File: config.mk
export PLATFORM = sky130hd
export DESIGN_NAME = iic_target_responder
export DESIGN_NICKNAME = d
export VERILOG_FILES = /design/src/rtl/iic_pkg.sv /design/src/rtl/iic_line_sync.sv /design/src/rtl/iic_target_responder.sv
export SDC_FILE = /design/constraint.sdc
export NUM_CORES = 1
export LEC_CHECK = 0
export BUFFER_PORTS_ARGS = -buffer_cell sky130_fd_sc_hd__buf_4
export CORE_ASPECT_RATIO = 1.2
export CORE_MARGIN = 8
export CORE_UTILIZATION = 63
export DETAILED_ROUTE_END_ITERATION = 7
export PLACE_DENSITY_LB_ADDON = 0.2
export SYNTH_ARGS = -nofsm -noshare
export SYNTH_HDL_FRONTEND = slang
export SYNTH_SLANG_ARGS = --single-unit
File: constraint.sdc
create_clock -name clk -period 3.2 [get_ports clk]
set_clock_uncertainty 0.1 [all_clocks]
set_input_delay 0.16 -clock clk [delete_from_list [all_inputs] [get_ports clk]]
set_output_delay 0.16 -clock clk [all_outputs]
set_load 0.02 [all_outputs]
File: src/rtl/iic_pkg.sv
// Shared types and constants for the I2C target responder.
// State encoding, synchronizer depth default and the R/W bit meaning.
package iic_pkg;

    typedef enum logic [3:0] {
        IDLE,
        ADDR,
        ADDR_ACK,
        PTR,
        PTR_ACK,
        WDATA,
        WDATA_ACK,
        RDATA,
        RDATA_ACK,
        WAIT_STOP
    } iic_state_t;

    localparam int   DEFAULT_SYNC_STAGES = 2;
    localparam logic RW_WRITE            = 1'b0;
    localparam logic RW_READ             = 1'b1;

endpackage

File: src/rtl/iic_line_sync.sv
// Synchronizes SCL/SDA into clk and derives one-clk line event pulses:
// SCL rise/fall, START (SDA falls, SCL high) and STOP (SDA rises, SCL high).
module iic_line_sync
    import iic_pkg::*;
#(
    parameter int SYNC_STAGES = DEFAULT_SYNC_STAGES
) (
    input  logic clk,
    input  logic rst,
    input  logic scl_in,
    input  logic sda_in,
    output logic sda_s,
    output logic scl_rise,
    output logic scl_fall,
    output logic start_det,
    output logic stop_det
);

    logic [SYNC_STAGES-1:0] scl_sync;
    logic [SYNC_STAGES-1:0] sda_sync;
    logic                   scl_s;
    logic                   scl_d;
    logic                   sda_d;

    // Idle bus is high on both lines, so reset to 1 to avoid phantom events.
    always_ff @(posedge clk or posedge rst) begin
        if (rst) begin
            scl_sync <= '1;
            sda_sync <= '1;
            scl_d    <= 1'b1;
            sda_d    <= 1'b1;
        end else begin
            scl_sync <= {scl_sync[SYNC_STAGES-2:0], scl_in};
            sda_sync <= {sda_sync[SYNC_STAGES-2:0], sda_in};
            scl_d    <= scl_s;
            sda_d    <= sda_s;
        end
    end

    assign scl_s     = scl_sync[SYNC_STAGES-1];
    assign sda_s     = sda_sync[SYNC_STAGES-1];
    assign scl_rise  = scl_s & ~scl_d;
    assign scl_fall  = ~scl_s & scl_d;
    assign start_det = scl_s & scl_d & sda_d & ~sda_s;
    assign stop_det  = scl_s & scl_d & ~sda_d & sda_s;

endmodule

File: src/rtl/iic_target_responder.sv
// I2C target: address match, register-pointer write, burst write and burst read
// against an external register bank through one-clk reg_we/reg_re strobes.
module iic_target_responder
    import iic_pkg::*;
#(
    parameter logic [6:0] SLAVE_ADDR  = 7'h50,
    parameter int         SYNC_STAGES = DEFAULT_SYNC_STAGES
) (
    input  logic       clk,
    input  logic       rst,
    input  logic       scl_in,
    input  logic       sda_in,
    output logic       sda_oe,
    output logic [7:0] reg_addr,
    output logic [7:0] reg_wdata,
    output logic       reg_we,
    output logic       reg_re,
    input  logic [7:0] reg_rdata,
    output logic       busy
);

    logic       sda_s;
    logic       scl_rise;
    logic       scl_fall;
    logic       start_det;
    logic       stop_det;

    iic_state_t state, state_nxt;
    logic [2:0] bit_cnt, bit_cnt_nxt;
    logic       byte_full, byte_full_nxt;
    logic       rw, rw_nxt;
    logic       latch_pend, latch_pend_nxt;
    logic       sda_oe_nxt;
    logic [7:0] reg_addr_nxt;
    logic [7:0] reg_wdata_nxt;
    logic       reg_we_nxt;
    logic       reg_re_nxt;
    logic       busy_nxt;
    logic [7:0] shift, shift_nxt;
    logic [7:0] tx, tx_nxt;
    logic [7:0] rx_byte;

    iic_line_sync #(
        .SYNC_STAGES(SYNC_STAGES)
    ) u_line_sync (
        .clk      (clk),
        .rst      (rst),
        .scl_in   (scl_in),
        .sda_in   (sda_in),
        .sda_s    (sda_s),
        .scl_rise (scl_rise),
        .scl_fall (scl_fall),
        .start_det(start_det),
        .stop_det (stop_det)
    );

    assign rx_byte = {shift[6:0], sda_s};

    always_comb begin
        state_nxt      = state;
        bit_cnt_nxt    = bit_cnt;
        byte_full_nxt  = byte_full;
        rw_nxt         = rw;
        sda_oe_nxt     = sda_oe;
        reg_addr_nxt   = reg_addr;
        reg_wdata_nxt  = reg_wdata;
        reg_we_nxt     = 1'b0;
        reg_re_nxt     = 1'b0;
        busy_nxt       = busy;
        shift_nxt      = shift;
        // Bank returns read data the clk after reg_re; capture it one clk later still.
        latch_pend_nxt = reg_re;
        tx_nxt         = latch_pend ? reg_rdata : tx;

        if (stop_det) begin
            state_nxt     = IDLE;
            sda_oe_nxt    = 1'b0;
            busy_nxt      = 1'b0;
            byte_full_nxt = 1'b0;
        end else if (start_det) begin
            state_nxt     = ADDR;
            bit_cnt_nxt   = 3'd7;
            byte_full_nxt = 1'b0;
            sda_oe_nxt    = 1'b0;
            busy_nxt      = 1'b0;
        end else begin
            case (state)
                ADDR, PTR, WDATA: begin
                    if (scl_rise && !byte_full) begin
                        shift_nxt = rx_byte;
                        if (bit_cnt == 3'd0) begin
                            byte_full_nxt = 1'b1;
                            if (state == PTR) begin
                                reg_addr_nxt = rx_byte;
                            end else if (state == WDATA) begin
                                reg_wdata_nxt = rx_byte;
                                reg_we_nxt    = 1'b1;
                            end
                        end else begin
                            bit_cnt_nxt = bit_cnt - 3'd1;
                        end
                    end else if (scl_fall && byte_full) begin
                        byte_full_nxt = 1'b0;
                        bit_cnt_nxt   = 3'd7;
                        if (state == ADDR) begin
                            if (shift[7:1] == SLAVE_ADDR) begin
                                state_nxt  = ADDR_ACK;
                                sda_oe_nxt = 1'b1;
                                busy_nxt   = 1'b1;
                                rw_nxt     = shift[0];
                                reg_re_nxt = (shift[0] == RW_READ);
                            end else begin
                                state_nxt = IDLE;
                            end
                        end else if (state == PTR) begin
                            state_nxt  = PTR_ACK;
                            sda_oe_nxt = 1'b1;
                        end else begin
                            state_nxt  = WDATA_ACK;
                            sda_oe_nxt = 1'b1;
                        end
                    end
                end
                ADDR_ACK: begin
                    if (scl_fall) begin
                        bit_cnt_nxt = 3'd7;
                        if (rw == RW_WRITE) begin
                            state_nxt  = PTR;
                            sda_oe_nxt = 1'b0;
                        end else begin
                            state_nxt  = RDATA;
                            sda_oe_nxt = ~tx[7];
                        end
                    end
                end
                PTR_ACK: begin
                    if (scl_fall) begin
                        state_nxt  = WDATA;
                        sda_oe_nxt = 1'b0;
                    end
                end
                WDATA_ACK: begin
                    if (scl_fall) begin
                        state_nxt    = WDATA;
                        sda_oe_nxt   = 1'b0;
                        reg_addr_nxt = reg_addr + 8'd1;
                    end
                end
                RDATA: begin
                    if (scl_fall) begin
                        if (bit_cnt == 3'd0) begin
                            state_nxt  = RDATA_ACK;
                            sda_oe_nxt = 1'b0;
                        end else begin
                            bit_cnt_nxt = bit_cnt - 3'd1;
                            sda_oe_nxt  = ~tx[bit_cnt - 3'd1];
                        end
                    end
                end
                RDATA_ACK: begin
                    // byte_full marks "master ACKed, next byte fetch under way".
                    if (scl_rise && !byte_full) begin
                        if (!sda_s) begin
                            reg_addr_nxt  = reg_addr + 8'd1;
                            reg_re_nxt    = 1'b1;
                            byte_full_nxt = 1'b1;
                        end else begin
                            state_nxt  = WAIT_STOP;
                            sda_oe_nxt = 1'b0;
                            busy_nxt   = 1'b0;
                        end
                    end else if (scl_fall && byte_full) begin
                        byte_full_nxt = 1'b0;
                        state_nxt     = RDATA;
                        bit_cnt_nxt   = 3'd7;
                        sda_oe_nxt    = ~tx[7];
                    end
                end
                default: begin
                end
            endcase
        end
    end

    always_ff @(posedge clk or posedge rst) begin
        if (rst) begin
            state      <= IDLE;
            bit_cnt    <= 3'd7;
            byte_full  <= 1'b0;
            rw         <= 1'b0;
            latch_pend <= 1'b0;
            sda_oe     <= 1'b0;
            reg_addr   <= 8'h00;
            reg_wdata  <= 8'h00;
            reg_we     <= 1'b0;
            reg_re     <= 1'b0;
            busy       <= 1'b0;
        end else begin
            state      <= state_nxt;
            bit_cnt    <= bit_cnt_nxt;
            byte_full  <= byte_full_nxt;
            rw         <= rw_nxt;
            latch_pend <= latch_pend_nxt;
            sda_oe     <= sda_oe_nxt;
            reg_addr   <= reg_addr_nxt;
            reg_wdata  <= reg_wdata_nxt;
            reg_we     <= reg_we_nxt;
            reg_re     <= reg_re_nxt;
            busy       <= busy_nxt;
        end
    end

    always_ff @(posedge clk) begin
        shift <= shift_nxt;
        tx    <= tx_nxt;
    end

endmodule

Yosys cells after proc, flatten, opt, wreduce, memory -nomap -nowiden

Index checks and enable logic that the tools add are counted.

Flip-flop bits (word level): 52
Bits in latches: 0
Memory bits (writable): 0
ROM bits: 0
Logic and storage cells: 168
Memories: 0

$add $sub $neg: 2
$mul: 0
Divide/modulo/power cells: 0
$lt $le $gt $ge: 1
Eq/ne operators: 33
Shift-type cells: 0
Muxes and demuxes: 79
Bitwise logic cells: 17
Reduce and logical (&&, ||, !) cells: 19

Operators with widths:

| operator                                       | count |
|---|---|
| two-way mux 4 bit                              | 12 |
| two-way mux 8 bit                              | 6 |
| two-way mux 1 bit                              | 43 |
| != test 4 bit (second input constant)          | 8 |
| AND reduction 9 bit                            | 3 |
| two-way mux 3 bit                              | 8 |
| case mux 8 bit (3 select lines)                | 1 |
| AND reduction 7 bit                            | 3 |
| != test 5 bit (second input constant)          | 4 |
| case mux 4 bit (5 select lines)                | 1 |
| == test 4 x 3 -> 1 bit (second input constant) | 4 |
| != test 2 bit (second input constant)          | 6 |
| case mux 3 bit (4 select lines)                | 1 |
| NOT 1 bit                                      | 10 |
| != test 3 bit (second input constant)          | 3 |
| adder 8 x 1 -> 8 bit (second input constant)   | 1 |
| == test 4 x 2 -> 1 bit (second input constant) | 2 |
| bitwise AND 1 bit                              | 7 |
| == test 7 bit (second input constant)          | 1 |
| nonzero test 7 bit                             | 1 |
| case mux 1 bit (2 select lines)                | 3 |
| != test 5 x 4 -> 1 bit (second input constant) | 1 |
| case mux 1 bit (5 select lines)                | 1 |
| AND reduction 5 bit                            | 1 |
| other kinds (18)                               | 20 |

Depth between registers and ports, before layout

Gate-level depths: netlist of the first run.

Depth after elaboration: 9
Depth in mapped cells: 9
Depth with buffers taken out: 7

By module

A second synthesis of the first run with hierarchy kept.

Cells, all modules: 255
Area total of the unflattened synthesis: 2791.4 um^2

By module, submodules not included:

| module               | times used | cells each | area each (um^2) | seq. area each (um^2) |
|---|---|---|---|---|
| iic_target_responder | 1          | 244        | 2597.5           | 1234.9 |
| iic_line_sync        | 1          | 11         | 193.9            | 157.7 |

Worst setup path after synthesis of the first run

OpenSTA, ideal clock, no wires.

Kind: reg-to-reg
From: register u_line_sync.scl_sync[1]
To: register reg_wdata[0]
Library setup time: 0.125 ns
Arrival: 1.961 ns
Slack: 1.015 ns
Stages on the path, launching flop included: 5
Buffers on the path: 1
Path through: dfstp_2 -> buf_2 -> or3b_1 -> nor4_4 -> mux2_2

Cells in the longest elaborated chain, start to end: 5
Elaborated cells between the ends (all ways): 10
Those cells by class: bitwise: 8; reduce/logical: 2

Ends and longest elaborated chain:

| what                                              | RTL line                                 | source |
|---|---|---|
| from (decl)                                       | iic_line_sync.sv:19                      | `logic [SYNC_STAGES-1:0] scl_sync;` |
| from (signal assigned)                            | iic_line_sync.sv:33                      | `scl_sync <= {scl_sync[SYNC_STAGES-2:0], scl_in};` |
| bitwise AND 1 bit                                 | iic_line_sync.sv:44, iic_line_sync.sv:45 |  |
| bitwise AND 1 bit (on tied branches) (2 in a row) | iic_line_sync.sv:45, iic_line_sync.sv:44 |  |
| NOT 1 bit (no line)                               | n/a                                      |  |
| AND reduction 7 bit (no line) (*)                 | n/a                                      |  |
| to (signal assigned)                              | iic_target_responder.sv:206              | `reg_wdata <= reg_wdata_nxt;` |
| to (decl)                                         | iic_target_responder.sv:15               | `output logic [7:0] reg_wdata,` |

Mark *: on every way between the ends. The rest lies on a longest branch, timed or not.
A chain may end at the register's enable or synchronous reset.

Worst setup path after layout of the first run

From: register state[3]
To: register reg_addr[7]

Cells in the longest elaborated chain, start to end: 4
Elaborated cells between the ends (all ways): 15
Those cells by class: eq/ne: 11; mux: 1; reduce/logical: 3

Ends and longest elaborated chain:

| what                                                          | RTL line                    | source |
|---|---|---|
| from (decl)                                                   | iic_target_responder.sv:28  | `iic_state_t state, state_nxt;` |
| from (signal assigned)                                        | iic_target_responder.sv:199 | `state <= state_nxt;` |
| == test 4 x 3 -> 1 bit, or another cell as far along          | iic_target_responder.sv:87  | `case (state)` |
| OR reduction 3 bit                                            | iic_target_responder.sv:87  |  |
| != test 2 bit (no line) or nonzero test 3 bit (tied branches) | n/a                         |  |
| AND reduction 9 bit (no line)                                 | n/a                         |  |
| to (signal assigned)                                          | iic_target_responder.sv:205 | `reg_addr <= reg_addr_nxt;` |
| to (decl)                                                     | iic_target_responder.sv:14  | `output logic [7:0] reg_addr,` |

Several ways; a longest one is shown, not always the timed one.

==> metrics.txt, run 1 <==
run status=completed; flop-to-flop setup slack=0.66 ns; total global routing track utilization=19.5%; clock slew seen by the registers of the worst setup and hold paths=0.09 ns; kind of cell adding the most delay to the critical path=flip-flops; vias in the first global route=2,268; slowest library cell on the worst path=dfrtp_1; Rel. slew slack=49.9%; FF-to-FF path depth=6; Seq. cell area=1390 um^2; worst path cell trace=or3b_2 -> a21oi_1 -> buf_4 -> a21bo_2 -> o211ai_1 -> a22oi_1; CP peak stage delay=0.84 ns; Worst Setup EP=reg_addr[7]; post-route clock period utilization=79.5%; drt via density=6.33; Core Area=4490 um^2; placed instance area=3130 um^2; Nets=313; layout cells sized above 1=27.4%; DRC Markers=0; CTS max path bufs=2; WL/cell=18.9 um; CP Data Arrival Time=2.62 ns; Hold Slack=0.262 ns; Diodes inserted=0; die area=6990 um^2; top cells by area, synth=dfrtp_1 23%, edfxtp_1 17%, dfstp_2 8.2%; Post-synth EDFFs=16; drt initial violations=256; most area-hungry cell type in the Yosys netlist=dfrtp_1; Max Fclk=393 MHz; antenna-violating nets left=0; design area=3320 um^2; first-pass GRT wire length=11,100 um; CTS sink count=52; area of the multi-input gates=1350 um^2; Hold Path Class=register to register; Clock H-tree levels=2; clock root buffer=clkbuf_8; number of cells on the critical path=6; dpl ws=0.742 ns; CTS tree=yes; crit start category=register; Final Core Density=73.9%; Cell variety after synth=71; Rows=27; Fin. Hold Viols=0; unrepaired setup endpoints after global routing=false; cts repair resizes=0; final cell count without fillers=357; synthesized instance count=261; IO Count=32; sequential area share after synthesis=48.4%; Synth warnings=0; Worst setup EP type=register; routability cong.=0.924; syn nets=276; TritonRoute pass-1 iters=4; Vias=2,260; Setup CP Type=register to register; Final WS setup=0.657 ns; DP HPWL=4760 um; clk_lat worst skew=0.31 ns; share of the synthesized area in the top cell type=23.5%; DIE WIDTH=77.7 um; dominant synthesized flop cell=dfrtp_1; Tmin final=2.54 ns; Post-synth ARST share=69.2%; P_leak=1.41 nW; setup TNS=0 ns; Hold Crit Start=u_line_sync.sda_sync[0]; reg2reg end=reg_addr[7]; dpl cells=338; final WL=6760 um; initial antenna violation count=0; Fill cells=298; Initial Utilization=64.0%; reg2reg start=state[3]; cell area power density=823 nW/um^2; Mapped Area=2880 um^2; Die Span Y=90.0 um; Port Buffers=31; Layout area overhead=15.5%; Peak VDD IR=0.694 mV; synthesized area per cell=11.0 um^2; flops & latches, synth=52; total power=2.73 mW; final-report max-slew violation count=0; CP max FO=26; CP Buf/Inv Count=1; Final setup viols=0; grt ovf=0; CP required=3.28 ns; Critical Path Start=state[3]; Slew @ Worst Pin=0.751 ns; Max-Cap Viols=0; largest net degree at the start of global routing=27; cts bufs inserted=5
## cell usage after synthesis, types with 3 or more instances
master    number
dfrtp_1       27
nor2b_1        3
nand2_1       16
a22oi_1        7
o21ai_0       13
a22o_1         3
buf_2          6
o22ai_1        5
clkbuf_1       6
dfstp_2        9
inv_1         14
nand3b_1       3
nand3_1       12
nand2b_1       8
a21oi_1        6
edfxtp_1      16
nand4_1        4
o211ai_1       7
nor2_1        12
a31oi_1        3
and3_1         4
ha_1           3
mux2_2        15
## flip-flops by register name (all words and copies together), names as in the netlist, 2 cells and up
name and flops:
bit_cnt 3, reg_addr 8, reg_wdata 8, shift 8
state 4, tx 8, u_line_sync.scl_sync 2, u_line_sync.sda_sync 2
## kinds of logic (layout without fill, tap and decap cells)
kind of cell,count (synthesis),count (layout),share of synthesized area (%)
adder cells (fa/ha/maj),3,3,1.31
buffers and inverters,30,68,4.83
AO/OA/AOI/OAI,66,66,17.4
flip-flops,52,52,48.4
multiplexers,20,20,8.53
AND/OR/NAND/NOR,87,87,18.6
XOR/XNOR,3,3,0.914
## routing by layer
metal,track usage (%),wire length [um],up-vias,part of all wire [%]
met4,10.4,189,0,2.8
met5,0,0,-,0
met1,23.2,2850,1090,42
met3,3.49,257,19,3.8
li1,-,-,1062,-
met2,32.3,3460,89,51
## timing repair
item	in CTS	in global routing
endpoints found under the setup margin	0	0
buffers inserted	0	0
hold buffers	11	0
hold endpoints to repair	19	0
## layout make-up
cell class	instances	area share (%)
Clock buffer	6	2.18
Clock inverter	2	0.414
Inverter	14	1.58
Multi-Input combinational cell	179	40.5
Sequential cell	52	41.9
Tap cell	58	2.18
Timing Repair Buffer	46	11.2
## how the worst min path moves through the flow
| stage | end | slack (ns) | cells past startpoint |
|---|---|---|---|
| 2_1_floorplan | u_line_sync.scl_sync[0] | 0.06 | 0 |
| 3_3_place_gp | u_line_sync.sda_sync[0] | 0.17 | 1 |
| 3_5_place_dp | u_line_sync.sda_sync[0] | 0.17 | 1 |
| 4_1_cts | u_line_sync.sda_sync[1] | 0.27 | 0 |
| 5_1_grt | u_line_sync.sda_sync[1] | 0.26 | 0 |
| 6_report | u_line_sync.sda_sync[1] | 0.26 | 0 |
## report_power, final
part           internal [mW]  leakage, nW  switching (mW)
clock network          0.157       0.0456           0.228
logic                  0.601        0.783           0.670
registers              0.829        0.581           0.248
total                   1.59         1.41            1.15
## cell usage in the layout (no fill, tap or decap), types with 4 or more instances in the layout
| master | count |
|---|---|
| dfstp_2 | 9 |
| nand2_1 | 16 |
| nand2b_1 | 8 |
| dfrtp_1 | 27 |
| a21oi_1 | 6 |
| nor2_1 | 12 |
| o211ai_1 | 7 |
| a22oi_1 | 7 |
| buf_4 | 35 |
| mux2_2 | 15 |
| o21ai_0 | 13 |
| edfxtp_1 | 16 |
| o22ai_1 | 5 |
| nand3_1 | 12 |
| clkbuf_8 | 5 |
| and3_1 | 4 |
| nand4_1 | 4 |
| inv_1 | 14 |
| dlygate4sd3_1 | 11 |
No activity file was read; power rests on OpenSTA's default activity.
==> run 2: changes to the inputs <==
--- a/config.mk
+++ b/config.mk
@@ -8,7 +8,7 @@
 export BUFFER_PORTS_ARGS = -buffer_cell sky130_fd_sc_hd__buf_4
 export CORE_ASPECT_RATIO = 1.2
 export CORE_MARGIN = 8
-export CORE_UTILIZATION = 63
+export CORE_UTILIZATION = 58
 export DETAILED_ROUTE_END_ITERATION = 7
 export PLACE_DENSITY_LB_ADDON = 0.2
 export SYNTH_ARGS = -nofsm -noshare
==> constraint.sdc (replaced) <==
create_clock -name clk -period 2.51 [get_ports clk]
set_clock_uncertainty 0.1 [all_clocks]
set_input_delay 0.1255 -clock clk [delete_from_list [all_inputs] [get_ports clk]]
set_output_delay 0.1255 -clock clk [all_outputs]
set_load 0.02 [all_outputs]
==> run 2 against run 1 <==
Net effect: clock power increased by 24%; count of clock-buffer cells in the layout unchanged; via count increased by 3.7%; maximum frequency increased by 8.9%; worst hold slack improved by 0.0048 ns; non-clock buffer count increased by 11; critical path type unchanged; highest routed layer unchanged; register-to-register slack got worse by 0.48 ns.
==> metrics.txt, run 2 (synthesized netlist as in run 1, its figures left out) <==
most common cell after layout, fill and taps aside=buf_4 (unchanged); unrepaired setup endpoints after global routing=false (unchanged); first-pass GRT wire length=11,700 um (was 11,100 um); DIE WIDTH=80.3 um (was 77.7 um); worst path cell trace=inv_1 -> ha_1 -> mux4_2 -> mux2i_1 -> nand3_1 -> a21oi_1 -> mux2_2 (was or3b_2 -> a21oi_1 -> buf_4 -> a21bo_2 -> o211ai_1 -> a22oi_1); die area=7480 um^2 (was 6990 um^2); kind of cell adding the most delay to the critical path=multiplexers (was flip-flops); Core Area=4870 um^2 (was 4490 um^2); vias in the first global route=2,435 (was 2,268); setup bufs post-CTS=0 (unchanged); grt ovf=0 (unchanged); Final setup viols=0 (unchanged); CP Buf/Inv Count=1 (unchanged); CP required=2.66 ns (was 3.28 ns); Fin. Hold Viols=0 (unchanged); clk_lat worst skew=0.31 ns (about the same); Vias=2,343 (was 2,260); Int Pwr=2.09 mW (was 1.59 mW); Nets=324 (was 313); DRC Markers=0 (unchanged); Clock Power Share=13.3% (was 14.1%); total global routing track utilization=19.9% (was 19.5%); largest net degree at the start of global routing=21 (was 27); WL/cell=18.8 um (was 18.9 um); share of total power in sequential cells=37.0% (was 39.4%); Hold Path Class=register to register (unchanged); Diodes inserted=0 (unchanged); cell area power density=1050 nW/um^2 (was 823 nW/um^2); CTS sink count=52 (unchanged); CP max FO=6 (was 26); clock root buffer=clkbuf_8 (unchanged); IO Count=32 (unchanged); cts bufs inserted=5 (unchanged); post-route clock period utilization=93.0% (was 79.5%); CP peak stage delay=0.62 ns (was 0.84 ns); antenna-violating nets left=0 (unchanged); Rel. slew slack=58.4% (was 49.9%); drt initial violations=183 (was 256); Comb power frac=49.6% (was 46.5%); slowest library cell on the worst path=dfstp_2 (was dfrtp_1); Setup CP Type=register to register (unchanged); clock slew seen by the registers of the worst setup and hold paths=0.10 ns (was 0.09 ns); Max-Cap Viols=0 (unchanged); final WL=6970 um (was 6760 um); Hold-fix buffers, CTS=11 (unchanged); NetSw=1.47 mW (was 1.15 mW); layout cells sized above 1=30.0% (was 27.4%); Port Buffers=31 (unchanged); Rows=28 (was 27); P_leak=1.47 nW (was 1.41 nW); cts repair resizes=0 (unchanged); Clock H-tree levels=2 (unchanged); Max Fclk=428 MHz (was 393 MHz); routability cong.=0.939 (was 0.924); crit start category=register (unchanged); setup TNS=0 ns (unchanged); Worst setup EP type=register (unchanged); initial antenna violation count=0 (unchanged); Slew @ Worst Pin=0.622 ns (was 0.751 ns); Tmin final=2.33 ns (was 2.54 ns); DP HPWL=5020 um (was 4760 um); Die Span Y=93.1 um (was 90.0 um); Hold Slack=0.267 ns (was 0.262 ns); Fill cells=356 (was 298); Peak VDD IR=0.698 mV (was 0.694 mV); final-report max-slew violation count=0 (unchanged); drt via density=6.33 (about the same); Sw Ratio=41.3% (was 41.9%); CP Data Arrival Time=2.49 ns (was 2.62 ns); CTS tree=yes (unchanged); most frequent cells in the layout=46 x buf_4, 27 x dfrtp_1, 16 x nand2_1, 16 x edfxtp_1, 15 x mux2_2 (was 35 x buf_4, 27 x dfrtp_1, 16 x nand2_1, 16 x edfxtp_1, 15 x mux2_2); TritonRoute pass-1 iters=4 (unchanged); Initial Utilization=59.1% (was 64.0%); Layout area overhead=18.4% (was 15.5%); CTS max path bufs=2 (unchanged); run status=completed (unchanged)
-- run 2: through the flow --
stage	setup slack [ns]	instance area, um^2	util (%)	total power [mW]	instances
after floorplan	0.325	2880	-	2.56	261
after global placement	0.241	3210	65.9	3.03	351
after detailed placement	0.207	3210	65.9	3.07	351
after CTS	0.187	3410	70.0	3.57	370
after global routing	0.00685	3410	70.0	3.78	370
final	0.176	3410	70.0	3.57	370
-- run 2: power by group through the flow --
stage / Clock, mW / Sequential [mW] / Combinational [mW]
final: 0.476 / 1.32 / 1.77
after global routing: 0.516 / 1.36 / 1.91
after CTS: 0.491 / 1.31 / 1.77
after detailed placement: 0 / 1.33 / 1.74
after global placement: 0 / 1.32 / 1.71
after floorplan: 0 / 1.31 / 1.25
-- run 2: final cells by class --
class | count | area, um^2 | share of cell area [%]
sequential | 52 | 1390 | 40.9
multi-input combinational | 179 | 1350 | 39.5
timing repair buffer | 57 | 455 | 13.4
tap | 60 | 75.1 | 2.20
clock buffer | 6 | 72.6 | 2.13
inverter | 14 | 52.6 | 1.54
clock inverter | 2 | 13.8 | 0.404
-- run 2: final timing paths --
path | start | endpoint | slack [ns] | cells after the start
worst min-delay path | u_line_sync.scl_sync[0] | u_line_sync.scl_sync[1] | 0.27 | 0
worst max register to register | bit_cnt[0] | sda_oe | 0.18 | 7
worst min register to register | u_line_sync.scl_sync[0] | u_line_sync.scl_sync[1] | 0.27 | 0
max in group asynchronous | rst | u_line_sync.sda_sync[1] | 1.71 | 4
worst max-delay path | bit_cnt[0] | sda_oe | 0.18 | 7
min in group asynchronous | rst | latch_pend | 0.33 | 4
-- run 2: routing by layer --
metal	vias up	global-route usage, %	share of wire [%]
met4	0	9.88	3.5
met1	1160	21.6	39
met5	-	0	0
met3	26	4.03	4.7
met2	80	35.5	53
li1	1077	-	-
==> run 3: changes to the inputs <==
--- a/config.mk
+++ b/config.mk
@@ -8,7 +8,8 @@
 export BUFFER_PORTS_ARGS = -buffer_cell sky130_fd_sc_hd__buf_4
 export CORE_ASPECT_RATIO = 1.2
 export CORE_MARGIN = 8
-export CORE_UTILIZATION = 58
+export CORE_UTILIZATION = 61
+export CTS_BUF_LIST = sky130_fd_sc_hd__clkbuf_4
 export DETAILED_ROUTE_END_ITERATION = 7
 export PLACE_DENSITY_LB_ADDON = 0.2
 export SYNTH_ARGS = -nofsm -noshare
==> run 3 against run 2 <==
Net effect: wire length shrank 0.39%; sequential power is essentially flat; final area shrank 0.15%; critical path depth is the same; critical endpoint unchanged; maximum frequency shrank 2.8%; global-route usage shrank 0.18 points.
==> metrics.txt, run 3 (synthesized netlist as in run 1, its figures left out) <==
run status=completed (unchanged); Fin. Hold Viols=0 (unchanged); area of the multi-input gates=1350 um^2 (unchanged); Peak VDD IR=0.928 mV (was 0.698 mV); Max Fclk=416 MHz (was 428 MHz); layout cells sized above 1=30.3% (was 30.0%); crit start category=register (unchanged); post-route clock period utilization=95.7% (was 93.0%); hold path depth=0 (unchanged); P_leak=1.47 nW (about the same); Core Area=4560 um^2 (was 4870 um^2); Hold Path Class=register to register (unchanged); Vias=2,295 (was 2,343); DIE WIDTH=78.7 um (was 80.3 um); reg2reg start=bit_cnt[0] (unchanged); dpl cells=349 (was 351); initial antenna violation count=0 (unchanged); design area=3400 um^2 (was 3410 um^2); grt ovf=0 (unchanged); IO Count=32 (unchanged); vias in the first global route=2,365 (was 2,435); antenna-violating nets left=0 (unchanged); CTS max path bufs=2 (unchanged); drt via density=6.24 (was 6.33); Initial Utilization=63.1% (was 59.1%); CP Data Arrival Time=2.63 ns (was 2.49 ns); Critical Path Start=bit_cnt[0] (unchanged); cell area power density=1050 nW/um^2 (about the same); Slew @ Worst Pin=0.596 ns (was 0.622 ns); cts bufs inserted=5 (unchanged); die area=7180 um^2 (was 7480 um^2); unrepaired setup endpoints after global routing=false (unchanged); DRC Markers=0 (unchanged); CP max FO=6 (unchanged); first-pass GRT wire length=11,400 um (was 11,700 um); DP HPWL=4910 um (was 5020 um); final cell count without fillers=368 (was 370); Tmin final=2.40 ns (was 2.33 ns); placed instance area=3210 um^2 (about the same); clk_lat worst skew=0.37 ns (was 0.31 ns); Seq. cell area=1390 um^2 (unchanged); WL/cell=18.9 um (was 18.8 um); Worst setup EP type=register (unchanged); final-report max-slew violation count=0 (unchanged); Rows=27 (was 28); Setup CP Type=register to register (unchanged); total global routing track utilization=19.7% (was 19.9%); clock slew seen by the registers of the worst setup and hold paths=0.16 ns (was 0.10 ns); Clock H-tree levels=2 (unchanged); CTS sink count=52 (unchanged); worst path cell trace=inv_1 -> ha_1 -> mux4_2 -> mux2i_1 -> nand3_1 -> a21oi_1 -> mux2_2 (unchanged); FF-to-FF path depth=7 (unchanged); Hold Crit Start=u_line_sync.sda_sync[0] (was u_line_sync.scl_sync[0]); CP peak stage delay=0.63 ns (was 0.62 ns); Nets=324 (unchanged); Max-Cap Viols=0 (unchanged); CP required=2.74 ns (was 2.66 ns); TritonRoute pass-1 iters=5 (was 4); CTS tree=yes (unchanged); Layout area overhead=18.3% (was 18.4%); number of cells on the critical path=7 (unchanged); Diodes inserted=0 (unchanged); Fill cells=326 (was 356); largest net degree at the start of global routing=37 (was 21); setup bufs post-CTS=0 (unchanged); drt initial violations=255 (was 183); slowest library cell on the worst path=dfstp_2 (unchanged); setup TNS=0 ns (unchanged); final WL=6940 um (was 6970 um); total power=3.58 mW (was 3.57 mW); Final setup viols=0 (unchanged); CP Buf/Inv Count=1 (unchanged); Die Span Y=91.2 um (was 93.1 um); Rel. slew slack=59.8% (was 58.4%); clock root buffer=clkbuf_4 (was clkbuf_8); most frequent cells in the layout=46 x buf_4, 27 x dfrtp_1, 16 x nand2_1, 16 x edfxtp_1, 15 x mux2_2 (unchanged); kind of cell adding the most delay to the critical path=multiplexers (unchanged); most common cell after layout, fill and taps aside=buf_4 (unchanged); routability cong.=0.902 (was 0.939); Port Buffers=31 (unchanged)
[run 3: cell types whose count changed in the layout (fill, tap and decap cells not counted), sizes merged]
cell and delta:
bufinv +1, clkbuf -1
[run 3: power by group]
group / leakage, nW / switching [mW] / internal [mW] / total (mW)
logic: 0.840 / 0.942 / 0.831 / 1.77
clock network: 0.0471 / 0.279 / 0.216 / 0.495
registers: 0.581 / 0.254 / 1.06 / 1.31
total: 1.47 / 1.47 / 2.10 / 3.58
[run 3: area by class of cell]
| type | instances | share of cell area (%) |
|---|---|---|
| inverters | 14 | 1.54 |
| clock inverters | 3 | 1.36 |
| repair buffers | 57 | 13.4 |
| flip-flops and latches | 52 | 40.9 |
| well taps | 58 | 2.13 |
| clock buffers | 5 | 1.10 |
| multi-input cells | 179 | 39.5 |
[run 3: worst reg2reg max path: stages (launching register included)]
cell     delay, ns
dfstp_2       0.63
inv_1         0.08
ha_1          0.39
mux4_2        0.53
mux2i_1       0.18
nand3_1       0.12
a21oi_1       0.16
mux2_2        0.16
[run 3: what timing repair did]
item | in CTS | in global routing
hold endpoints to repair | 37 | 0
gates resized for setup | 0 | 0
hold buffers | 11 | 0
[run 3: per-stage QoR]
step	hold slack [ns]	worst slack, ns	util (%)
after floorplan	0.0300	0.325	-
after global placement	0.134	0.243	70.3
after detailed placement	0.135	0.150	70.3
after CTS	0.271	0.119	74.6
after global routing	0.274	0.0199	74.6
final	0.270	0.109	74.6
[run 3: path summary, 6_finish.rpt]
| check | to | slack (ns) |
|---|---|---|
| max | sda_oe | 0.11 |
| min | u_line_sync.sda_sync[1] | 0.27 |
| max reg2reg | sda_oe | 0.11 |
| min reg2reg | u_line_sync.sda_sync[1] | 0.27 |
| max in group asynchronous | u_line_sync.sda_d | 1.66 |
| min in group asynchronous | latch_pend | 0.30 |
[run 3: metal layers]
layer / track usage, % / wire [um] / share of wire, %
met4: 8.36 / 155 / 2.2
met5: 0 / 0 / 0
met3: 4.04 / 367 / 5.3
met1: 22.6 / 2730 / 39
met2: 34.4 / 3690 / 53
